[src/rtl/mips_ula_muldiv.sv]
// Iterative multiply/divide unit beside the MIPS ALU. It owns HI/LO and
// retires one shift/add or shift/subtract step per clock.
module mips_ula_muldiv #(
    parameter int WSIZE = 32
) (
    input  logic             clk,
    input  logic             rst_n,
    input  logic             start,
    input  logic [3:0]       opcode,
    input  logic [WSIZE-1:0] A,
    input  logic [WSIZE-1:0] B,
    output logic             busy,
    output logic             done,
    output logic [WSIZE-1:0] R,
    output logic             Z,
    output logic             O,
    output logic [WSIZE-1:0] HI,
    output logic [WSIZE-1:0] LO
);
    localparam int CW = $clog2(WSIZE);

    typedef enum logic [1:0] {S_IDLE, S_CALC, S_FIX, S_DONE} state_t;

    state_t           r_state;
    logic [CW-1:0]    r_cnt;
    logic [WSIZE:0]   r_hi;        // product upper half + carry, or partial remainder
    logic [WSIZE-1:0] r_lo;        // multiplier, or dividend shifting into quotient
    logic [WSIZE-1:0] r_op;        // multiplicand or divisor magnitude
    logic             r_is_div;
    logic             r_neg_q;
    logic             r_neg_r;
    logic             r_err;

    logic             w_signed;
    logic             w_iter;
    logic             w_a_neg;
    logic             w_b_neg;
    logic [WSIZE-1:0] w_a_mag;
    logic [WSIZE-1:0] w_b_mag;
    logic             w_div_zero;
    logic             w_div_ovf;
    logic [WSIZE:0]   w_mul_sum;
    logic [WSIZE:0]   w_div_shift;
    logic [WSIZE+1:0] w_div_trial;
    logic [2*WSIZE-1:0] w_prod;
    logic [2*WSIZE-1:0] w_prod_fix;
    logic [WSIZE-1:0] w_quot;
    logic [WSIZE-1:0] w_rem;
    logic [WSIZE-1:0] w_move_val;

    assign w_signed   = ~opcode[0];
    assign w_iter     = (opcode[3:2] == 2'b00);
    assign w_a_neg    = w_signed & A[WSIZE-1];
    assign w_b_neg    = w_signed & B[WSIZE-1];
    assign w_a_mag    = w_a_neg ? (~A + 1'b1) : A;
    assign w_b_mag    = w_b_neg ? (~B + 1'b1) : B;
    assign w_div_zero = (B == '0);
    assign w_div_ovf  = w_signed && (A == {1'b1, {(WSIZE-1){1'b0}}}) && (B == '1);

    assign w_mul_sum   = r_hi + (r_lo[0] ? {1'b0, r_op} : '0);
    assign w_div_shift = {r_hi[WSIZE-1:0], r_lo[WSIZE-1]};
    assign w_div_trial = {1'b0, w_div_shift} - {2'b00, r_op};

    assign w_prod     = {r_hi[WSIZE-1:0], r_lo};
    assign w_prod_fix = r_neg_q ? (~w_prod + 1'b1) : w_prod;
    assign w_quot     = r_neg_q ? (~r_lo + 1'b1) : r_lo;
    assign w_rem      = r_neg_r ? (~r_hi[WSIZE-1:0] + 1'b1) : r_hi[WSIZE-1:0];

    always_comb begin
        w_move_val = A;
        case (opcode[1:0])
            2'b00:   w_move_val = HI;
            2'b01:   w_move_val = LO;
            default: w_move_val = A;
        endcase
    end

    always_ff @(posedge clk) begin
        if (!rst_n) begin
            r_state  <= S_IDLE;
            r_cnt    <= '0;
            r_hi     <= '0;
            r_lo     <= '0;
            r_op     <= '0;
            r_is_div <= 1'b0;
            r_neg_q  <= 1'b0;
            r_neg_r  <= 1'b0;
            r_err    <= 1'b0;
            busy     <= 1'b0;
            done     <= 1'b0;
            R        <= '0;
            Z        <= 1'b0;
            O        <= 1'b0;
            HI       <= '0;
            LO       <= '0;
        end else begin
            done <= 1'b0;
            case (r_state)
                S_IDLE, S_DONE: begin
                    r_state <= S_IDLE;
                    if (start && w_iter) begin
                        r_state  <= S_CALC;
                        busy     <= 1'b1;
                        r_cnt    <= CW'(WSIZE - 1);
                        r_is_div <= opcode[1];
                        r_neg_q  <= w_a_neg ^ w_b_neg;
                        r_neg_r  <= w_a_neg;
                        r_err    <= opcode[1] & (w_div_zero | w_div_ovf);
                        r_hi     <= '0;
                        r_lo     <= opcode[1] ? w_a_mag : w_b_mag;
                        r_op     <= opcode[1] ? w_b_mag : w_a_mag;
                    end else if (start) begin
                        r_state <= S_DONE;
                        done    <= 1'b1;
                        O       <= 1'b0;
                        if (opcode[3]) begin
                            R <= '0;
                            Z <= 1'b1;
                        end else begin
                            R <= w_move_val;
                            Z <= (w_move_val == '0);
                            if (opcode[1:0] == 2'b10) HI <= A;
                            if (opcode[1:0] == 2'b11) LO <= A;
                        end
                    end
                end
                S_CALC: begin
                    if (r_is_div) begin
                        // Restoring step: keep the subtraction only when it did not borrow.
                        if (!w_div_trial[WSIZE+1]) begin
                            r_hi <= w_div_trial[WSIZE:0];
                            r_lo <= {r_lo[WSIZE-2:0], 1'b1};
                        end else begin
                            r_hi <= w_div_shift;
                            r_lo <= {r_lo[WSIZE-2:0], 1'b0};
                        end
                    end else begin
                        r_hi <= {1'b0, w_mul_sum[WSIZE:1]};
                        r_lo <= {w_mul_sum[0], r_lo[WSIZE-1:1]};
                    end
                    r_cnt <= r_cnt - 1'b1;
                    if (r_cnt == '0) r_state <= S_FIX;
                end
                S_FIX: begin
                    r_state <= S_DONE;
                    busy    <= 1'b0;
                    done    <= 1'b1;
                    if (!r_is_div) begin
                        HI <= w_prod_fix[2*WSIZE-1:WSIZE];
                        LO <= w_prod_fix[WSIZE-1:0];
                        R  <= w_prod_fix[WSIZE-1:0];
                        Z  <= (w_prod_fix == '0);
                        O  <= 1'b0;
                    end else if (r_err) begin
                        R <= '0;
                        Z <= 1'b1;
                        O <= 1'b1;
                    end else begin
                        LO <= w_quot;
                        HI <= w_rem;
                        R  <= w_quot;
                        Z  <= (w_quot == '0);
                        O  <= 1'b0;
                    end
                end
                default: r_state <= S_IDLE;
            endcase
        end
    end
endmodule

[config.mk]
export PLATFORM = sky130hd
export DESIGN_NAME = mips_ula_muldiv
export DESIGN_NICKNAME = d
export VERILOG_FILES = /design/src/rtl/mips_ula_muldiv.sv
export SDC_FILE = /design/constraint.sdc
export NUM_CORES = 1
export LEC_CHECK = 0
export CAP_MARGIN = 30
export CORE_AREA = 10 10 203 205
export CTS_BUF_LIST = sky130_fd_sc_hd__clkbuf_8
export CTS_CLUSTER_DIAMETER = 30
export DETAILED_ROUTE_END_ITERATION = 10
export DIE_AREA = 0 0 213 215
export PLACE_DENSITY_LB_ADDON = 0.25
export SLEW_MARGIN = 5
export SYNTH_ARGS = -nofsm -noshare
export SYNTH_HDL_FRONTEND = slang
export SYNTH_SLANG_ARGS = --single-unit
[constraint.sdc]
create_clock -name clk -period 4.4 [get_ports clk]
set_clock_uncertainty 0.15 [all_clocks]
set_input_delay 0.88 -clock clk [delete_from_list [all_inputs] [get_ports clk]]
set_output_delay 0.88 -clock clk [all_outputs]
set_load 0.01 [all_outputs]
==> flow_summary.json <==
{
  "synth_nets": 2713,
  "synth-xor-area-share": 0.0804,
  "grt_pass1_vias": 19900,
  "hold_buffers": 0,
  "drv_cap": 0,
  "syn_avg_cell_area_um2": 7.17,
  "netlist_instances": 2567,
  "grt_max_degree": 81,
  "setup_violations": 0,
  "p_seq_frac": 0.219,
  "min_to": "r_op[4]",
  "post_cts_buffers": 0,
  "outcome": "completed",
  "async_flop_share": 0,
  "ir_worst_vdd_mv": 0.690,
  "start_kind": "flip-flop",
  "power_density_nw_per_um2": 545,
  "synth_compound_area_frac": 0.285,
  "fin_crit_sh": 0.918,
  "grt_antenna_before_repair": 2,
  "synth-seq-cells": 208,
  "worst_slew_pin_slew_ns": 1.02,
  "p_sw_w": 0.00544,
  "switching_share": 0.443,
  "synth_mux_area_frac": 0.0731,
  "firstDrtPassIters": 6,
  "io_pins": 171,
  "die-area_um2": 45800,
  "setup_tns_ns": 0,
  "cts_tree": "done",
  "rows": 71,
  "avgViaCountPerCell": 6.56,
  "cts_resized": 0,
  "drt_iter0_markers": 2614,
  "ant_nets": 0,
  "dp.final_hpwl_um": 64800,
  "relSlewSlack": 0.319,
  "place.gp.congestion": 1.01,
  "numClockSinks": 208,
  "rsz0062_at_grt": "no",
  "synth_fa_ha_area_frac": 0.0518,
  "synthSimpleGateAreaFrac": 0.219,
  "ys.warnings.count": 0,
  "ff_latch_area_um2": 4170,
  "synth_area_um2": 18400,
  "htreeDepth": 2,
  "wirelength_um": 84700,
  "whs_path_depth": 2,
  "hold_violations": 0,
  "cts.clk_slew.worst_paths_ns": 0.05,
  "power_frac_clock": 0.272,
  "grt_overflow": 0,
  "multiInputGateArea_um2": 13100,
  "cp_max_fo": 9,
  "core-area_um2": 37200,
  "combPwrFrac": 0.509,
  "cts_inserted_buffers": 58,
  "cts_buffer_depth": 3,
  "rr_worst_depth": 13,
  "p_int_w": 0.00683,
  "cp.arrival_ns": 4.44,
  "synth-seq-area-share": 0.226,
  "min_from": "r_op[4]",
  "hold_ws_ns": 0.311,
  "slew_viol_final": 0,
  "fin_nets": 2880,
  "total_power_w": 0.0123,
  "drive_above_1_share": 0.111,
  "n_fill_cell": 3494,
  "end_kind": "flip-flop",
  "vias": 21400,
  "p_leak_nw": 9.03,
  "min_path_type": "flip-flop to flip-flop",
  "grt_usage": 0.357,
  "ys.flop_type": "dfxtp_1",
  "root_buffer": "clkbuf_8",
  "crit_type": "flip-flop to flip-flop",
  "antenna_cells": 0,
  "r2r_slack_ns": 0.36,
  "start_util": 0.495,
  "synth_top_family_by_area": "compound AO/OA/AOI/OAI gates",
  "synthToLayoutAreaGrowth_pct": 22.2,
  "io_buffers": 170,
  "die_h_um": 215,
  "worstPathRequired_ns": 4.80,
  "synth_edf_count": 0,
  "timing.fmax_ghz": 0.247,
  "rr_endpoint": "r_hi[29]",
  "wl_per_cell_um": 26.0,
  "grt_pass1_wl_um": 126000,
  "clk-insertion-delay-late_ns": 0.67,
  "synthDistinctLibCells": 85,
  "die_x_um": 213,
  "drc_errors": 0,
  "min_period_ns": 4.04,
  "reg2reg_from": "r_lo[0]"
}
[worst max-delay path, stage by stage, from the launching register on]
cell,delay [ns]
dfxtp_1,0.33
inv_1,0.35
nor2_1,0.09
ha_1,0.34
nor2b_1,0.17
o31ai_1,0.31
a21oi_1,0.18
a2111oi_0,0.64
o41ai_1,0.22
buf_4,0.19
a21oi_1,0.33
o21ai_0,0.19
mux2i_1,0.17
a32o_1,0.25
[synthesized netlist by cell type (all sizes together) (38+ instances only)]
master	n	share of area
inv	83	0.017
a211oi	84	0.034
mux2i	113	0.061
xor2	90	0.043
dfxtp	208	0.23
o21ai	188	0.051
nor2	339	0.069
nand4	38	0.013
xnor2	79	0.038
nand3	40	0.011
nand2	220	0.045
buf	40	0.013
a21oi	263	0.071
ha	73	0.050
clkbuf	164	0.034
nor3	58	0.017
[routing by layer]
layer  vias to the layer above  part of all wire  track usage  wire, um
met5                         -           0.00031            0        26
li1                       9705                 -            -         -
met3                       286             0.091       0.0607      7740
met1                     10100              0.41        0.461     34300
met4                         4             0.058        0.187      4900
met2                      1266              0.45        0.558     37700
[kinds of logic after synthesis]
kind of cell             Yosys count
flip-flops                       208
AO/OA/AOI/OAI                    827
buffers and inverters            289
multiplexers                     132
adder cells (fa/ha/maj)           75
XOR/XNOR                         169
AND/OR/NAND/NOR                  867
[final cells by class]
class                   instances  share of cell area
well taps                     474              0.0264
inverters                      83              0.0140
multi-input cells            2070               0.583
repair buffers                313               0.125
clock buffers                  70              0.0428
clock inverters                39              0.0234
flip-flops and latches        208               0.185
[metrics by stage]
| step | instances | util | worst slack (ns) | cell area (um2) |
|---|---|---|---|---|
| floorplan | 2567 | - | 0.866 | 18400 |
| global placement | 3148 | 0.564 | 0.339 | 21000 |
| detailed placement | 3148 | 0.564 | 0.265 | 21000 |
| CTS | 3257 | 0.604 | 0.409 | 22500 |
| global route | 3257 | 0.604 | 0.145 | 22500 |
| finish | 3257 | 0.604 | 0.359 | 22500 |
[power by group through the flow]
stage	logic, W	registers [W]	clock network (W)
2_1_floorplan	0.00362	0.00269	0
3_3_place_gp	0.00602	0.00269	0
3_5_place_dp	0.00605	0.00270	0
4_1_cts	0.00609	0.00267	0.00335
5_1_grt	0.00666	0.00272	0.00344
6_report	0.00624	0.00269	0.00333
[cell usage in the layout (no fill, tap or decap), types with 12 or more instances in the layout]
cell               n
dfxtp_1          206
nor2_1           337
a22oi_1           13
o41ai_1           16
nor3_1            56
and2_1            12
o221ai_1          32
a31oi_1           30
o31ai_1           20
or4_1             21
clkdlybuf4s50_1  168
a311oi_1          12
xnor2_1           79
a211oi_1          84
mux2i_1          113
buf_4            140
inv_1             88
o21ai_0          187
mux2_2            19
nand3_1           40
nand2b_1          20
a21oi_1          261
xor2_1            90
and3_1            16
clkbuf_8          70
or3_1             16
ha_1              71
nand4_1           38
a21o_1            30
nand2_1          219
nor4_1            32
bufinv_16         12
nor2b_1           14
o21a_1            20
o211ai_1          34
[flip-flops by register name, indices dropped and copies added (netlist names)]
name      count
O             1
r_err         1
r_is_div      1
HI           32
R            32
r_op         32
Z             1
r_hi         33
busy          1
LO           32
r_state       2
done          1
r_neg_r       1
r_neg_q       1
r_cnt         5
r_lo         32
[worst max path at each step]
stage                       start  cells past startpoint       end
after floorplan              A[0]                     11  r_lo[28]
after global placement       A[0]                     12  r_lo[28]
after detailed placement     A[0]                     12  r_lo[28]
after CTS                 r_lo[0]                     13  r_hi[29]
after global routing      r_lo[0]                     10         Z
final                     r_lo[0]                     13  r_hi[29]
(Power assumes the default switching activity.)
